### config.mk
export PLATFORM = sky130hd
export DESIGN_NAME = alu_result_stage
export DESIGN_NICKNAME = d
export VERILOG_FILES = /design/src/rtl/alu_result_stage.sv
export SDC_FILE = /design/constraint.sdc
export NUM_CORES = 1
export LEC_CHECK = 0
export CORE_MARGIN = 4
export CORE_UTILIZATION = 25
export CTS_BUF_LIST = sky130_fd_sc_hd__clkbuf_4
export DETAILED_ROUTE_END_ITERATION = 16
export MAX_ROUTING_LAYER = met4
export SLEW_MARGIN = 20
export SYNTH_ARGS = -nofsm -noshare
export SYNTH_HDL_FRONTEND = slang
export SYNTH_SLANG_ARGS = --single-unit
### constraint.sdc
create_clock -name clk -period 2.7 [get_ports clk]
set_clock_uncertainty 0.1 [all_clocks]
set_input_delay 0.54 -clock clk [delete_from_list [all_inputs] [get_ports clk]]
set_output_delay 0.54 -clock clk [all_outputs]
set_load 0.01 [all_outputs]
### src/rtl/alu_result_stage.sv
// alu_result_stage: selects one of eight ALU unit results by opcode, tags it with zero/negative
// flags and hands it downstream through a 2-entry registered valid/ready buffer.
module alu_result_stage #(
  parameter int WIDTH = 16
) (
  input  logic             clk,
  input  logic             rst_n,
  input  logic [WIDTH-1:0] bigMuxIn0,
  input  logic [WIDTH-1:0] bigMuxIn1,
  input  logic [WIDTH-1:0] bigMuxIn2,
  input  logic [WIDTH-1:0] bigMuxIn3,
  input  logic [WIDTH-1:0] bigMuxIn4,
  input  logic [WIDTH-1:0] bigMuxIn5,
  input  logic [WIDTH-1:0] bigMuxIn6,
  input  logic [WIDTH-1:0] bigMuxIn7,
  input  logic [2:0]       opcode,
  input  logic             in_valid,
  output logic             in_ready,
  output logic [WIDTH-1:0] result,
  output logic             flag_zero,
  output logic             flag_neg,
  output logic             out_valid,
  input  logic             out_ready,
  output logic [15:0]      op_count
);
  typedef enum logic [1:0] {EMPTY, ONE, FULL} state_t;
  state_t state, stateNext;
  logic [WIDTH-1:0] muxIn [8];
  logic [WIDTH-1:0] selVal;
  // entry layout: {neg, zero, value}; flags are frozen at push time
  logic [WIDTH+1:0] headEntry, tailEntry, newEntry, headNext, tailNext;
  logic push, pop;
  assign muxIn = '{bigMuxIn0, bigMuxIn1, bigMuxIn2, bigMuxIn3, bigMuxIn4, bigMuxIn5, bigMuxIn6, bigMuxIn7};
  assign selVal = muxIn[opcode];
  assign newEntry = {selVal[WIDTH-1], selVal == '0, selVal};
  assign in_ready = rst_n & (state != FULL);
  assign out_valid = state != EMPTY;
  assign push = in_valid & in_ready;
  assign pop = out_valid & out_ready;
  assign {flag_neg, flag_zero, result} = headEntry;
  always_comb begin
    stateNext = state;
    headNext = headEntry;
    tailNext = tailEntry;
    case (state)
      EMPTY: if (push) begin
        stateNext = ONE;
        headNext = newEntry;
      end
      ONE: begin
        if (push & pop) headNext = newEntry;
        else if (push) begin
          stateNext = FULL;
          tailNext = newEntry;
        end else if (pop) stateNext = EMPTY;
      end
      FULL: if (pop) begin
        stateNext = ONE;
        headNext = tailEntry;
      end
      default: stateNext = EMPTY;
    endcase
  end
  always_ff @(posedge clk) begin
    if (!rst_n) begin
      state <= EMPTY;
      headEntry <= '0;
      tailEntry <= '0;
      op_count <= '0;
    end else begin
      state <= stateNext;
      headEntry <= headNext;
      tailEntry <= tailNext;
      op_count <= op_count + 16'(push);
    end
  end
endmodule
==> metrics.yaml <==
clock-root-buffer: "clkbuf_4"
io-pin-count: 171
dr.pass1.iters: 4
synthMuxAreaShare_pct: 30.3
start_util_pct: 25.4
hold_start: "headEntry[1]$_SDFFE_PN0P_"
fin_nets: 629
irDropWorstVdd_mv: 0.142
finalHoldViolCount: 0
outcome: "complete, no violations"
critical_path_class: "input pin to output port"
drc: 0
yosysWarnings: 0
grt_pass1_wl_um: 16400
drt_iter0_drc: 147
clock_latency_ns: 0.38
fill_cells: 1245
fmax_mhz: 407
async_reset_ff_share_pct: 0
syn_nets: 447
max_slew_margin_pct: 66.2
wl_per_cell_um: 15.8
grt_overflow_total: 0
synth_commonest_cells: "dfxtp_1 (52), nand2_1 (41), mux4_2 (32)"
area_growth_pct: 65.9
synth_top_area_cell: "dfxtp_1"
seq_area_frac_synth_pct: 32.6
dpl.hpwl_um: 8990
period_needed_ns: 2.46
setup_viol: 0
multiInputGateArea_sq_um: 1990
yosys.area_share.simple_pct: 15.3
crit_arrival_ns: 1.82
rows: 41
syn_inst: 309
maxSlewViolCount: 0
grt_max_degree: 49
fin_area_sq_um: 5290
numCtsBuffers: 5
grt.total_usage_pct: 14.5
dieArea_sq_um: 14600
synth.area.top_cells: "dfxtp_1 (33%), mux4_2 (23%), nand2_1 (4.8%), a211oi_1 (4.0%), o211ai_1 (3.8%)"
p_per_area_nw_per_um2: 341
syn_area_sq_um: 3190
tightest_slew_ns: 0.506
final_util_pct: 42.1
path_clk_slew_ns: 0.16
grt_pass1_vias: 3294
core_sq_um: 12600
synth_top_area_share_pct: 32.6
p_leak_nw: 1.87
setup_tns_ns: 0
synthFlopType: "dfxtp_1"
viasPerCell: 4.65
hold_depth: 2
place_area_sq_um: 5230
rsz0062_at_grt: "false"
ys_seq_elements: 52
synth_xor_area_share_pct: 3.84
holdBufCountCts: 0
gp_congestion: 0.871
wirelength_um: 10500
worst_setup_path_end_kind: "output port"
r2r_end: "op_count[10]$_SDFF_PN0_"
crit_path_cell_trace: "clkdlybuf4s50_1, and2_1, clkdlybuf4s50_1"
seqCellArea_sq_um: 1040
crit_fanout: 4
holdPathEnd: "headEntry[1]$_SDFFE_PN0P_"
reg2reg_depth: 10
fin_hold_ws_ns: 0.363
die_h_um: 121
synth_compound_area_share_pct: 11.8
critPathSlowestCell: "clkdlybuf4s50_1"
synth_top_family_by_area: "multiplexers"
r2r-start: "state[0]$_SDFFE_PN0P_"
cts_sinks: 52
hold_path.class: "register to register"
yosysMostFrequentCell: "dfxtp_1"
antenna_found_initial: 0
io_buffers: 170
layout-drive-gt1-share_pct: 17.5
cts_tree: "done"
r2r_slack_ns: 0.48
cpMostUsedCell: "clkdlybuf4s50_1"
cts_buffer_depth: 2
ctsResizeCount: 0
ant_nets: 0
synth_edf_count: 0
ys_types: 38
syn_area_per_cell_sq_um: 10.3
max_stage_delay_ns: 0.58
die_width_um: 121
synthAdderAreaFrac_pct: 1.18
vias: 3088
startpoint_type: "input pin"
max_cap_violations: 0
htree_levels: 2
critical_path_required_ns: 2.06
cts_setup_buffers: 0
diodes: 0
finalCritPeriodShare_pct: 91.0
layer usage:
layer	up-vias	share of wire, %	global-route usage [%]
met1	1425	42	17.4
li1	1524	-	-
met3	7	7.5	3.82
met4	0	0.42	1.70
met5	-	0	-
met2	132	50	25.2
power by group:
group	switching (mW)	internal [mW]	total (mW)
sequential	0.0186	0.798	0.816
clock	0.256	0.106	0.362
combinational	0.220	0.408	0.628
total	0.495	1.31	1.81
sequential cells by signal, summed over array words and instances (netlist names):
name / count
headEntry: 17
op_count: 16
state: 2
tailEntry: 17
cells in the final DEF (no fill, tap or decap), types with 2 or more instances in the layout:
cell	instances
o211ai_1	16
clkbuf_4	5
nor3b_1	2
mux2i_1	10
nor3_1	3
xnor2_1	5
mux2i_4	4
and3_1	2
mux2i_2	4
dfxtp_1	52
buf_12	3
and2_1	4
mux4_2	32
and4_1	2
clkdlybuf4s50_1	169
nor2_1	30
nand4_1	6
nand2_1	41
nand3_1	7
buf_4	29
a21oi_1	20
nand3b_1	2
xor2_1	9
ha_1	3
a211oi_1	17
critical path: cells and delay by family:
kind	cells	cell delay (ns)
and+or+nand+nor	1	0.18
buffers and inverters	2	1.09
cell families after synthesis:
group | after synthesis
adders and majority gates | 3
xor gates and xnor gates | 14
AOI/OAI and AO/OA | 56
buffers and inverters | 29
muxes | 50
and+or+nand+nor | 105
DFF | 52
through the flow:
stage / total power [mW] / cells / setup slack, ns
final: 1.81 / 664 / 0.244
after global routing: 1.91 / 664 / 0.168
after CTS: 1.83 / 664 / 0.242
after detailed placement: 1.47 / 656 / -0.116
after global placement: 1.46 / 656 / -0.0817
after floorplan: 1.11 / 309 / 0.175
area by class of cell:
class | count | area share (%)
well taps | 172 | 4.07
multi-input cells | 228 | 37.7
inverters | 2 | 0.142
clock buffers | 5 | 0.709
flip-flops and latches | 52 | 19.7
repair buffers | 202 | 37.3
clock inverters | 3 | 0.426
worst max path at each step:
| stage | start | end | slack (ns) | depth (start not counted) |
|---|---|---|---|---|
| final | rst_n | in_ready | 0.24 | 3 |
| after CTS | rst_n | in_ready | 0.24 | 3 |
| after global placement | opcode[2] | tailEntry[16]$_SDFFE_PN0P_ | -0.08 | 7 |
| after global routing | state[0]$_SDFFE_PN0P_ | in_ready | 0.17 | 3 |
| after floorplan | state[1]$_SDFFE_PN0P_ | op_count[10]$_SDFF_PN0_ | 0.17 | 12 |
| after detailed placement | opcode[2] | tailEntry[16]$_SDFFE_PN0P_ | -0.12 | 7 |
No activity file was read; power rests on OpenSTA's default activity.
